$ cat src/rtl/vga_timing_pkg.sv
// Shared VGA timing defaults (640x480@60) and the lock-state encoding used by
// the display-enable recovery block.
package vga_timing_pkg;

  localparam int unsigned H_ACTIVE_DEF    = 640;
  localparam int unsigned H_BACK_DEF      = 48;
  localparam int unsigned H_TOTAL_DEF     = 800;
  localparam int unsigned V_ACTIVE_DEF    = 480;
  localparam int unsigned V_BACK_DEF      = 33;
  localparam int unsigned V_TOTAL_DEF     = 525;
  localparam int unsigned CW_DEF          = 10;
  localparam int unsigned LOCK_FRAMES_DEF = 2;

  typedef enum logic [1:0] {
    UNLOCKED = 2'd0,
    ACQUIRE  = 2'd1,
    LOCKED   = 2'd2
  } lock_state_t;

endpackage

$ cat src/rtl/sync_edge_detect.sv
// Registers one raw sync input and flags its trailing (active -> inactive) edge
// on the registered sample.
module sync_edge_detect #(
  parameter bit POL = 1'b0
) (
  input  logic clk,
  input  logic reset,
  input  logic sync_in,
  output logic level,
  output logic trail_c
);

  logic level_d;

  always_ff @(posedge clk) begin
    if (reset) begin
      level   <= ~POL;
      level_d <= ~POL;
    end else begin
      level   <= sync_in;
      level_d <= level;
    end
  end

  assign trail_c = (level != POL) && (level_d == POL);

endmodule

$ cat src/rtl/vga_de_recover.sv
// Recovers de/x/y from a raw hsync/vsync/RGB stream, checks line and frame
// lengths, and only releases de once the timing has been proven for several frames.
module vga_de_recover
  import vga_timing_pkg::*;
#(
  parameter int unsigned H_ACTIVE    = H_ACTIVE_DEF,
  parameter int unsigned H_BACK      = H_BACK_DEF,
  parameter int unsigned H_TOTAL     = H_TOTAL_DEF,
  parameter int unsigned V_ACTIVE    = V_ACTIVE_DEF,
  parameter int unsigned V_BACK      = V_BACK_DEF,
  parameter int unsigned V_TOTAL     = V_TOTAL_DEF,
  parameter bit          HSYNC_POL   = 1'b0,
  parameter bit          VSYNC_POL   = 1'b0,
  parameter int unsigned RGB_W       = 3,
  parameter int unsigned CW          = CW_DEF,
  parameter int unsigned LOCK_FRAMES = LOCK_FRAMES_DEF
) (
  input  logic             clk_pixel,
  input  logic             reset,
  input  logic             hsync_in,
  input  logic             vsync_in,
  input  logic [RGB_W-1:0] rgb_in,
  output logic             hsync_out,
  output logic             vsync_out,
  output logic [RGB_W-1:0] rgb_out,
  output logic             de,
  output logic [CW-1:0]    x,
  output logic [CW-1:0]    y,
  output logic             locked,
  output logic             line_err,
  output logic             frame_err
);

  localparam int unsigned CW1 = CW + 1;
  localparam int unsigned GW  = (LOCK_FRAMES > 0) ? $clog2(LOCK_FRAMES + 1) : 1;

  localparam logic [CW-1:0]  POS_MAX   = '1;
  localparam logic [CW-1:0]  POS_PRE   = POS_MAX - CW'(1);
  localparam logic [CW-1:0]  H_LAST    = CW'(H_TOTAL - 1);
  localparam logic [CW-1:0]  H_VIS_LO  = CW'(H_BACK);
  localparam logic [CW-1:0]  H_VIS_HI  = CW'(H_BACK + H_ACTIVE);
  localparam logic [CW-1:0]  V_VIS_LO  = CW'(V_BACK);
  localparam logic [CW-1:0]  V_VIS_HI  = CW'(V_BACK + V_ACTIVE);
  localparam logic [CW1-1:0] V_TOT     = CW1'(V_TOTAL);
  localparam logic [GW-1:0]  GOOD_LOCK = GW'(LOCK_FRAMES);

  // Stage 1: registered inputs and edge strobes
  logic             h_level, h_trail_c;
  logic             v_level, v_trail_c;
  logic [RGB_W-1:0] rgb1;

  sync_edge_detect #(.POL(HSYNC_POL)) u_hsync (
    .clk     (clk_pixel),
    .reset   (reset),
    .sync_in (hsync_in),
    .level   (h_level),
    .trail_c (h_trail_c)
  );

  sync_edge_detect #(.POL(VSYNC_POL)) u_vsync (
    .clk     (clk_pixel),
    .reset   (reset),
    .sync_in (vsync_in),
    .level   (v_level),
    .trail_c (v_trail_c)
  );

  always_ff @(posedge clk_pixel) begin
    if (reset) rgb1 <= '0;
    else       rgb1 <= rgb_in;
  end

  // Position of the previous stage-1 pixel; the stage-1 pixel's position is derived below
  logic [CW-1:0] h_pos, v_pos;
  logic          first_h, first_v;
  logic [CW-1:0] h_next_c, v_next_c;
  logic          h_sat_c, v_sat_c;
  logic          line_bad_c, frame_bad_c, vis_c;

  assign h_sat_c  = (h_pos == POS_MAX);
  assign v_sat_c  = (v_pos == POS_MAX);
  assign h_next_c = h_trail_c ? '0 : (h_sat_c ? h_pos : h_pos + CW'(1));
  assign v_next_c = v_trail_c ? '0 :
                    (h_trail_c ? (v_sat_c ? v_pos : v_pos + CW'(1)) : v_pos);

  // A saturated line is reported when it saturates, not again at its late edge
  assign line_bad_c  = (h_trail_c && !first_h && !h_sat_c && (h_pos != H_LAST)) ||
                       (!h_trail_c && (h_pos == POS_PRE));
  assign frame_bad_c = v_trail_c && !first_v &&
                       ((CW1'(v_pos) + CW1'(h_trail_c)) != V_TOT);

  assign vis_c = (h_next_c >= H_VIS_LO) && (h_next_c < H_VIS_HI) &&
                 (v_next_c >= V_VIS_LO) && (v_next_c < V_VIS_HI);

  always_ff @(posedge clk_pixel) begin
    if (reset) begin
      h_pos   <= POS_MAX;
      v_pos   <= POS_MAX;
      first_h <= 1'b1;
      first_v <= 1'b1;
    end else begin
      h_pos <= h_next_c;
      v_pos <= v_next_c;
      if (h_trail_c) first_h <= 1'b0;
      if (v_trail_c) first_v <= 1'b0;
    end
  end

  // Lock FSM state register
  lock_state_t   state, state_next;
  logic [GW-1:0] good_cnt, good_next;

  always_ff @(posedge clk_pixel) begin
    if (reset) begin
      state    <= UNLOCKED;
      good_cnt <= '0;
    end else begin
      state    <= state_next;
      good_cnt <= good_next;
    end
  end

  // Lock FSM next state and the pixel-aligned output values
  logic          de_c;
  logic [CW-1:0] x_c, y_c;

  always_comb begin
    state_next = state;
    good_next  = good_cnt;
    de_c       = 1'b0;
    x_c        = '0;
    y_c        = '0;
    unique case (state)
      UNLOCKED: begin
        if (v_trail_c) begin
          state_next = ACQUIRE;
          good_next  = '0;
        end
      end
      ACQUIRE: begin
        if (line_bad_c || frame_bad_c) begin
          state_next = UNLOCKED;
        end else if (v_trail_c) begin
          good_next = good_cnt + GW'(1);
          if (good_next == GOOD_LOCK) state_next = LOCKED;
        end
      end
      LOCKED: begin
        if (line_bad_c || frame_bad_c) state_next = UNLOCKED;
      end
      default: state_next = UNLOCKED;
    endcase
    de_c = vis_c && (state_next == LOCKED);
    if (de_c) begin
      x_c = h_next_c - H_VIS_LO;
      y_c = v_next_c - V_VIS_LO;
    end
  end

  // Stage 2: output registers, all aligned to the same pixel
  always_ff @(posedge clk_pixel) begin
    if (reset) begin
      hsync_out <= ~HSYNC_POL;
      vsync_out <= ~VSYNC_POL;
      rgb_out   <= '0;
      de        <= 1'b0;
      x         <= '0;
      y         <= '0;
      locked    <= 1'b0;
      line_err  <= 1'b0;
      frame_err <= 1'b0;
    end else begin
      hsync_out <= h_level;
      vsync_out <= v_level;
      rgb_out   <= de_c ? rgb1 : '0;
      de        <= de_c;
      x         <= x_c;
      y         <= y_c;
      locked    <= (state_next == LOCKED);
      line_err  <= line_bad_c;
      frame_err <= frame_bad_c;
    end
  end

endmodule

$ cat config.mk
export PLATFORM = sky130hd
export DESIGN_NAME = vga_de_recover
export DESIGN_NICKNAME = d
export VERILOG_FILES = /design/src/rtl/vga_timing_pkg.sv /design/src/rtl/sync_edge_detect.sv /design/src/rtl/vga_de_recover.sv
export SDC_FILE = /design/constraint.sdc
export NUM_CORES = 1
export LEC_CHECK = 0
export CAP_MARGIN = 25
export CORE_ASPECT_RATIO = 0.9
export CORE_MARGIN = 5
export CORE_UTILIZATION = 38
export DETAILED_ROUTE_END_ITERATION = 6
export PLACE_DENSITY = 0.63
export SLEW_MARGIN = 5
export SYNTH_ARGS = -nofsm -noshare
export SYNTH_HDL_FRONTEND = slang
export SYNTH_SLANG_ARGS = --single-unit
$ cat constraint.sdc
create_clock -name clk_pixel -period 6.6 [get_ports clk_pixel]
set_clock_uncertainty 0.2 [all_clocks]
set_input_delay 1.32 -clock clk_pixel [delete_from_list [all_inputs] [get_ports clk_pixel]]
set_output_delay 1.32 -clock clk_pixel [all_outputs]
set_load 0.02 [all_outputs]
==> results of run 1 <==
## cell usage after synthesis, types with 6 or more instances
master	instances	area, µm²
or3_1	6	37.54
nor3_1	7	35.03
a21oi_1	10	50.05
nand3_1	13	65.06
nand4_1	7	43.79
buf_2	7	35.03
nor2_1	17	63.81
dfxtp_1	60	1201
ha_1	9	112.6
nor2_2	15	93.84
nor2b_1	6	37.54
o21ai_0	7	35.03
or2_2	14	87.58
inv_1	13	48.80
xnor2_1	8	70.07
nand2_1	16	60.06
nand2b_1	12	75.07
clkbuf_1	7	26.28
and4_1	7	61.31
## worst max-delay path: stages (launching register included)
cell and delay, ps:
dfxtp_1 530, ha_1 290, nand3_1 160, o31ai_1 530, mux2_2 390, nand2_1 120
ha_1 220, nor4b_4 300, a311o_1 220, a311o_1 550, buf_4 350, nor2_2 60
## power groups by stage
| stage | Combinational, mW | Clock [mW] | Sequential, mW |
|---|---|---|---|
| floorplan | 0.326 | 0 | 0.435 |
| global placement | 0.380 | 0 | 0.450 |
| detailed placement | 0.382 | 0 | 0.452 |
| CTS | 0.385 | 0.378 | 0.443 |
| global route | 0.431 | 0.392 | 0.452 |
| finish | 0.385 | 0.367 | 0.445 |
## metrics by stage
stage                     utilization  std cells  instance area [µm²]  setup WS, ps  hold WS (ps)
after floorplan                     -        327                 2987          3394         207.9
after global placement         0.4422        442                 3369          2760         207.9
after detailed placement       0.4422        442                 3369          2629         216.8
after CTS                      0.4708        458                 3587          2590         220.9
after global routing           0.4708        458                 3587          2287         240.1
final                          0.4708        458                 3587          2559         224.1
## area by class of cell
type                       instances  area share
timing repair buffer              38      0.1039
inverter                          14     0.01465
multi-input combinational        234      0.4524
clock buffer                      12     0.04046
clock inverter                     4     0.02023
sequential                        60      0.3348
tap                               96     0.03348
## sequential cells by signal, summed over array words and instances, names as in the netlist, 2 cells and up
signal,flops
h_pos,10
x,10
v_pos,10
y,10
state,2
rgb_out,3
rgb1,3
good_cnt,2
## logic make-up (layout without fill, tap and decap cells)
group           Yosys count  count (layout)  synth area share
compound gates           61              61            0.1571
xor+xnor                 11              11           0.03226
fa+ha+maj                 9               9           0.03770
buf+inv                  33              68           0.05446
flops                    60              60            0.4022
mux                       3               3           0.01089
simple gates            150             150            0.3054
## routing by layer
| metal | track usage | vias to the layer above | routed length (µm) |
|---|---|---|---|
| met3 | 0.04306 | 15 | 348 |
| li1 | - | 1240 | - |
| met2 | 0.2134 | 69 | 2949 |
| met5 | 0 | - | 0 |
| met1 | 0.1977 | 1184 | 3243 |
| met4 | 0.05933 | 0 | 146 |
## final timing paths
| path | start | to | slack (ps) | cells after the start |
|---|---|---|---|---|
| max | v_pos[1] | x[9] | 2560 | 11 |
| min | rgb1[2] | rgb_out[2] | 220 | 2 |
| max reg2reg | v_pos[1] | x[9] | 2560 | 11 |
| min reg2reg | rgb1[2] | rgb_out[2] | 220 | 2 |
## layout by cell type (no fill, tap or decap), drive strengths merged, types with 6 or more instances in the layout
cell type | netlist | layout
dfxtp | 60 | 60
clkdlybuf4s50 | 0 | 35
nor2 | 32 | 32
nand2 | 16 | 16
or2 | 14 | 14
nand3 | 14 | 14
inv | 14 | 14
a21oi | 13 | 13
nand2b | 12 | 12
clkbuf | 7 | 12
ha | 9 | 9
xnor2 | 8 | 8
o21ai | 7 | 7
nor3 | 7 | 7
and4 | 7 | 7
nand4 | 7 | 7
nor2b | 6 | 6
or3 | 6 | 6
==> reports/qor.yml, run 1 <==
outcome:
  outcome: "complete, no violations"
clocking:
  cts_sinks: 60
  cts_tree: "yes"
  clock_latency_ps: 340
  postCtsSetupRepairBufs: 0
  h-tree-depth: 3
  clock_path_buffers: 2
  ctsHoldBuffers: 0
  cts_resized: 0
  cts_buffers: 9
  clkTransAtPathRegs_ps: 70
  cts-root-buf: "clkbuf_8"
critical_path:
  arrival_ps: 4070
  crit_type: "register to register"
  critPathRequiredTime_ps: 6630
  critPathLaunchType: "register"
  worst-path-max-fanout: 14
  endpoint_kind: "register"
die:
  io_pins: 36
  start_util: 0.3920
  core_area_um2: 7620
  die_w_um: 103.5
  rows: 30
  die_h_um: 94.11
  dieArea_um2: 9735
grt:
  grt_pass1_vias: 2266
  grt_max_degree: 36
  grt_use_total: 0.1457
  gr-total-overflow: 0
  antenna_found_initial: 0
  grt_pass1_wl_um: 10970
route:
  wl_per_cell_um: 14.60
  drc: 0
  drt_iter0_markers: 80
  wirelength_um: 6687
  route.vias.total: 2508
  antenna_left: 0
  drtPass1Iterations: 4
  viasPerCell: 5.476
synth:
  syn_nets: 343
  syn-mean-instance-area_um2: 9.133
  ys_ff_latch: 60
  synthCells: 327
  synthFlopType: "dfxtp_1"
  syn_area_um2: 2987
  synth-seq-area-share: 0.4022
  synthArstFlopShare: 0
  ys_types: 59
  yosysWarnings: 0
  synth_edf_count: 0
sta:
  relSlewSlack: 0.5996
  fin_setup_tns_ps: 0
  period_share: 0.6123
  period_minus_slack_ps: 4041
  drv_slew: 0
  rsz0062_at_grt: "no"
  fmax_mhz: 247.5
  hold_violations: 0
  finalSetupViolCount: 0
  worstMarginPinSlew_ps: 600.6
pwr:
  p_per_area_nw_per_um2: 333.5
  max-vdd-ir-drop_v: 0.0001286
  switchingPower_mw: 0.4176
  p_seq_frac: 0.372
  p_int_mw: 0.7786
  sw_frac_of_total: 0.3491
  p_clk_frac: 0.307
  p_leak_nw: 1.374
  total_power_mw: 1.196
  pwr-share-comb: 0.321
hold_path:
  hp-class: "register to register"
final_layout:
  drive_above_1_share: 0.1630
  n_fill_cell: 729
  syn2layout_area_growth_pct: 20.11
  regArea_um2: 1201
  fin_nets: 373
  antennaDiodeCount: 0
  multi_input_area_um2: 1623
place:
  io_buffers: 35
  gp_congestion: 0.8120
  post-dp-hpwl_um: 4778
job:
  maxCapViolCount: 0
Note: power is estimated with default switching activity, not from simulation.
==> inputs of run 2 (changes only) <==
--- a/config.mk
+++ b/config.mk
@@ -10,7 +10,7 @@
 export CORE_MARGIN = 5
 export CORE_UTILIZATION = 38
 export DETAILED_ROUTE_END_ITERATION = 6
-export PLACE_DENSITY = 0.63
+export PLACE_DENSITY = 0.65
 export SLEW_MARGIN = 5
 export SYNTH_ARGS = -nofsm -noshare
 export SYNTH_HDL_FRONTEND = slang
==> constraint.sdc (replaced) <==
create_clock -name clk_pixel -period 3.6 [get_ports clk_pixel]
set_clock_uncertainty 0.2 [all_clocks]
set_input_delay 0.72 -clock clk_pixel [delete_from_list [all_inputs] [get_ports clk_pixel]]
set_output_delay 0.72 -clock clk_pixel [all_outputs]
set_load 0.02 [all_outputs]
==> run 2 against run 1 <==
Non-clock buffer count rose by 15. Highest routed layer unchanged. First-iteration DRC count rose by 65%. Combinational power rose by 93%. Routed wire length rose by 0.63%. Utilization rose by 1.5 points. Sequential power rose by 80%. Setup slack got worse by 2300 ps. Critical path depth did not move. Cell count rose by 3.3%. Flip-flop and latch count did not move. Via count rose by 0.72%.
==> reports/qor.yml, run 2 (synthesized netlist as in run 1, its figures left out) <==
final_layout:
  layout_common_cells: "dfxtp_1 (60), clkdlybuf4s50_1 (35), buf_4 (18), nor2_1 (17), nand2_1 (16)"
  syn2layout_area_growth_pct: 24.00
  drive_above_1_share: 0.2016
  antennaDiodeCount: 0
  fin_cells: 473
  fin_nets: 388
  utilization: 0.4860
  final_common_cell: "dfxtp_1"
critical_path:
  crit_type: "register to register"
  arrival_ps: 3360
  cp-startpoint: "h_pos[0]"
  critPathLaunchType: "register"
  worst-path-max-fanout: 9
  r2r_cells: 11
  timing.rr.start: "h_pos[0]"
  critPathRequiredTime_ps: 3620
  endpoint_kind: "register"
clocking:
  cts-root-buf: "clkbuf_8"
  ctsHoldBuffers: 0
  clkTransAtPathRegs_ps: 60
  clock_latency_ps: 340
  cts_resized: 0
  cts_tree: "yes"
  clock_path_buffers: 2
  h-tree-depth: 3
  postCtsSetupRepairBufs: 0
  cts_sinks: 60
  cts_buffers: 9
die:
  core_area_um2: 7620
  dieArea_um2: 9735
  start_util: 0.3920
  io_pins: 36
  rows: 30
  die_w_um: 103.5
  die_h_um: 94.11
outcome:
  outcome: "complete, no violations"
sta:
  relSlewSlack: 0.5900
  worstMarginPinSlew_ps: 609.4
  setup_ws_ps: 258.3
  fin_setup_tns_ps: 0
  finalSetupViolCount: 0
  drv_slew: 0
  fmax_mhz: 299.2
  period_minus_slack_ps: 3342
  hold_violations: 0
  period_share: 0.9283
  rsz0062_at_grt: "no"
place:
  placed_cells: 457
  io_buffers: 35
  gp_congestion: 0.8572
  dpl_worst_slack_ps: 184.1
  post-dp-hpwl_um: 4941
pwr:
  total_power_mw: 2.204
  p_per_area_nw_per_um2: 595.1
  max-vdd-ir-drop_v: 0.0002259
  p_leak_nw: 1.445
hold_path:
  whs_path_depth: 2
  hold_path.startpoint: "rgb1[2]"
  hp-class: "register to register"
route:
  drt_iter0_markers: 132
  wl_per_cell_um: 14.23
  wirelength_um: 6729
  route.vias.total: 2526
  drtPass1Iterations: 4
  viasPerCell: 5.340
  drc: 0
  antenna_left: 0
grt:
  gr-total-overflow: 0
  grt_use_total: 0.1482
  grt_pass1_vias: 2336
  antenna_found_initial: 0
  grt_max_degree: 35
  grt_pass1_wl_um: 11410
job:
  maxCapViolCount: 0
==> run 2: cell types whose count changed in the layout (fill, tap and decap cells not counted), sizes merged <==
cell,delta
clkbuf,-1
clkinv,+2
clkinvlp,-1
buf,+15
==> run 2: through the flow <==
stage                     instance area [µm²]  hold WS, ps
after floorplan                          2987        207.9
after global placement                   3482        208.2
after detailed placement                 3482        214.2
after CTS                                3699        223.5
after global routing                     3704        238.5
final                                    3704        219.7
==> run 2: final cells by class <==
cell class	instances	area (µm²)
Sequential cell	60	1201
Clock buffer	11	141.4
Clock inverter	5	75.07
Inverter	14	52.55
Multi-Input combinational cell	234	1628
Fill cell	741	3916
Tap cell	96	120.1
Timing Repair Buffer	53	485.5
==> run 2: critical path, stage by stage (launching register included) <==
cell and delay [ps]:
dfxtp_1 350, ha_1 260, and3_1 280, a311oi_1 300, xnor2_1 190, nor2_1 90, ha_1 240, nor4bb_1 360
mux2_2 250, a311o_1 370, buf_4 270, nor3_1 60
==> run 2: path summary, 6_finish.rpt <==
path | end | slack, ps
setup / recovery | x[3] | 260
hold / removal | rgb_out[2] | 220
setup reg to reg | x[3] | 260
hold reg to reg | rgb_out[2] | 220
==> run 2: power by group <==
part | internal (mW) | leakage (nW) | switching (mW) | total (mW)
sequential | 0.726 | 0.490 | 0.0767 | 0.802
clock | 0.405 | 0.113 | 0.253 | 0.658
combinational | 0.312 | 0.842 | 0.431 | 0.744
total | 1.44 | 1.44 | 0.761 | 2.20
==> run 2: per-layer routing <==
metal / track usage / wire, µm / vias to the layer above
met5: 0 / 0 / -
met1: 0.1951 / 3129 / 1179
met3: 0.05271 / 377 / 14
li1: - / - / 1269
met4: 0.03776 / 78 / 0
met2: 0.2288 / 3143 / 64
==> RTL edit (config.mk and constraints of run 2) <==
Put one more register stage on the output `y`, cleared by the reset. The value now appears one clock later. The other outputs are not delayed to match.
--- a/src/rtl/vga_de_recover.sv
+++ b/src/rtl/vga_de_recover.sv
@@ -44,4 +44,6 @@
   localparam logic [CW1-1:0] V_TOT     = CW1'(V_TOTAL);
   localparam logic [GW-1:0]  GOOD_LOCK = GW'(LOCK_FRAMES);
+
+  logic [CW-1:0] y_s0;
 
   // Stage 1: registered inputs and edge strobes
@@ -166,5 +168,5 @@
       de        <= 1'b0;
       x         <= '0;
-      y         <= '0;
+      y_s0      <= '0;
       locked    <= 1'b0;
       line_err  <= 1'b0;
@@ -176,5 +178,5 @@
       de        <= de_c;
       x         <= x_c;
-      y         <= y_c;
+      y_s0      <= y_c;
       locked    <= (state_next == LOCKED);
       line_err  <= line_bad_c;
@@ -183,4 +185,12 @@
   end
 
+  always_ff @(posedge clk_pixel) begin
+    if (reset) begin
+      y <= '0;
+    end else begin
+      y <= y_s0;
+    end
+  end
+
 endmodule
 
Formal check against the unedited RTL: same outputs for any inputs over 10 cycles, from zero or initial values and one cycle with reset high; that may be too few to reach the edited logic, so the function may still have changed.
==> RTL edit against run 2 <==
Global-route usage shrank 1.1 points; worst setup slack lost 47 ps; clock power shrank 11%; synthesized area grew 10%; sequential cell count grew 10; total power grew 3.7%; combinational power grew 5.6%; cell area grew 7.3%; critical endpoint is now x[1]; via count grew 2.3%; routed wire length grew 2.7%.
==> RTL edit: results (changes against run 2) <==
status -> completed (unchanged)
Root Buffer -> clkbuf_8 (unchanged)
Post-synth ARST share -> 0 (unchanged)
drt first pass iters -> 4 (unchanged)
Post-synth top cells -> 70 x dfxtp_1, 19 x nand2_1, 18 x nor2_2 (was 60 x dfxtp_1, 17 x nor2_1, 16 x nand2_1)
DRT iter0 DRCs -> 196 (was 132)
post-CTS resize count -> 0 (unchanged)
port bufs -> 35 (unchanged)
CTS Buffer Depth -> 2 (unchanged)
vias in the first global route -> 2387 (was 2336)
Post-DP HPWL -> 4810 um (was 4940 um)
H-tree levels -> 3 (unchanged)
worst slack at placement -> 222 ps (was 184 ps)
post-synth cell types -> 65 (was 59)
Post-Syn Nets -> 363 (was 343)
Internal -> 1.43 mW (was 1.44 mW)
crit path DAT -> 3420 ps (was 3360 ps)
CTS clk-pin slew, worst paths -> 80 ps (was 60 ps)
Post-CTS Setup Repair Bufs -> 0 (unchanged)
Routed WL -> 6910 um (was 6730 um)
via count -> 2585 (was 2526)
GRT Total Usage -> 0.137 (was 0.148)
Rel. slew slack -> 0.519 (was 0.590)
filler cell count -> 821 (was 741)
worst skew pair latency -> 350 ps
Ys Warns -> 0 (unchanged)
top cells by area, synth -> dfxtp_1 43%, ha_1 3.4%, nor2_2 3.4%, nand2b_1 3.2%, nor2b_1 3.0% (was dfxtp_1 40%, ha_1 3.8%, nor2_2 3.1%, or2_2 2.9%, nand2b_1 2.5%)
first-pass GRT wire length -> 11700 um (was 11400 um)
sequential fraction of the synthesis area -> 0.426 (was 0.402)
initial antenna violation count -> 0 (unchanged)
static leakage -> 1.54 nW (was 1.44 nW)
CTS Buf Count -> 9 (unchanged)
Placer Congestion -> 0.861 (was 0.857)
# diodes -> 0 (unchanged)
# nets final -> 403 (was 388)
critical path fanouts, max -> 23 (was 9)
dominant synthesized flop cell -> dfxtp_1 (unchanged)
largest net degree at the start of global routing -> 46 (was 35)
worst min-delay path class -> flip-flop to flip-flop (unchanged)
layout cells sized above 1 -> 0.194 (was 0.202)
CTS Hold Buffers Added -> 0 (unchanged)
VDD IR max -> 261 uV (was 226 uV)
[RTL edit: changes by cell type after synthesis, moves of 3 or more]
cell	run 2	this run
dfxtp_1	60	70
buf_2	7	4
a21oi_1	10	5
mux2i_1	1	5
nand2_1	16	19
nor2b_1	6	16
nor4_1	2	5
and4_1	7	4
and3_1	5	2
inv_1	13	9
nand2b_1	12	17
nor2_2	15	18
[RTL edit: worst max-delay path: stages (launching register included)]
cell,delay (ps)
dfxtp_1,530
ha_1,270
nand3_1,140
o31ai_2,350
mux2_2,380
nand2_1,100
ha_1,280
nand3b_4,110
o211a_1,280
o311ai_4,320
buf_12,230
nor3b_1,70
[RTL edit: worst paths after layout]
check / from / end / slack (ps) / cells after the start
setup / recovery: v_pos[0] / x[1] / 210 / 11
hold / removal: rgb1[1] / rgb_out[1] / 220 / 2
hold reg to reg: rgb1[1] / rgb_out[1] / 220 / 2
setup reg to reg: v_pos[0] / x[1] / 210 / 11
[RTL edit: layout make-up]
cell class	count	area [um2]	area share
Tap cell	119	149	0.0375
Multi-Input combinational cell	248	1750	0.439
Timing Repair Buffer	47	453	0.114
Clock buffer	10	138	0.0346
Clock inverter	6	46.3	0.0116
Sequential cell	70	1400	0.353
Inverter	11	41.3	0.0104
[RTL edit: logic make-up (layout without fill, tap and decap cells)]
group,count (synthesis),count (layout),share of synthesized area
AOI/OAI and AO/OA,58,58,0.141
muxes,6,6,0.0187
xor gates and xnor gates,13,13,0.0346
DFF,70,70,0.426
adders and majority gates,9,9,0.0343
and+or+nand+nor,162,162,0.301
buffers and inverters,29,74,0.0438
[RTL edit: through the flow]
stage               power, mW  utilization  std cells  hold WS [ps]  area (um2)
finish                   2.29        0.468        511           223        3970
detailed placement       1.70        0.446        495           213        3790
global placement         1.69        0.446        495           217        3790
global route             2.44        0.468        511           247        3970
CTS                      2.30        0.468        511           225        3970
floorplan                1.53            -        347           208        3290
[RTL edit: layer usage]
metal / wire length, um / up-vias / track usage
met5: 0 / - / 0
met3: 309 / 5 / 0.0344
met2: 2970 / 63 / 0.194
li1: - / 1319 / -
met4: 66 / 0 / 0.0583
met1: 3560 / 1198 / 0.197
[RTL edit: power by group through the flow]
stage	Sequential [mW]	Clock (mW)	Combinational [mW]
finish	0.915	0.585	0.786
global route	0.926	0.638	0.880
CTS	0.912	0.610	0.781
detailed placement	0.930	0	0.773
global placement	0.927	0	0.763
floorplan	0.910	0	0.618
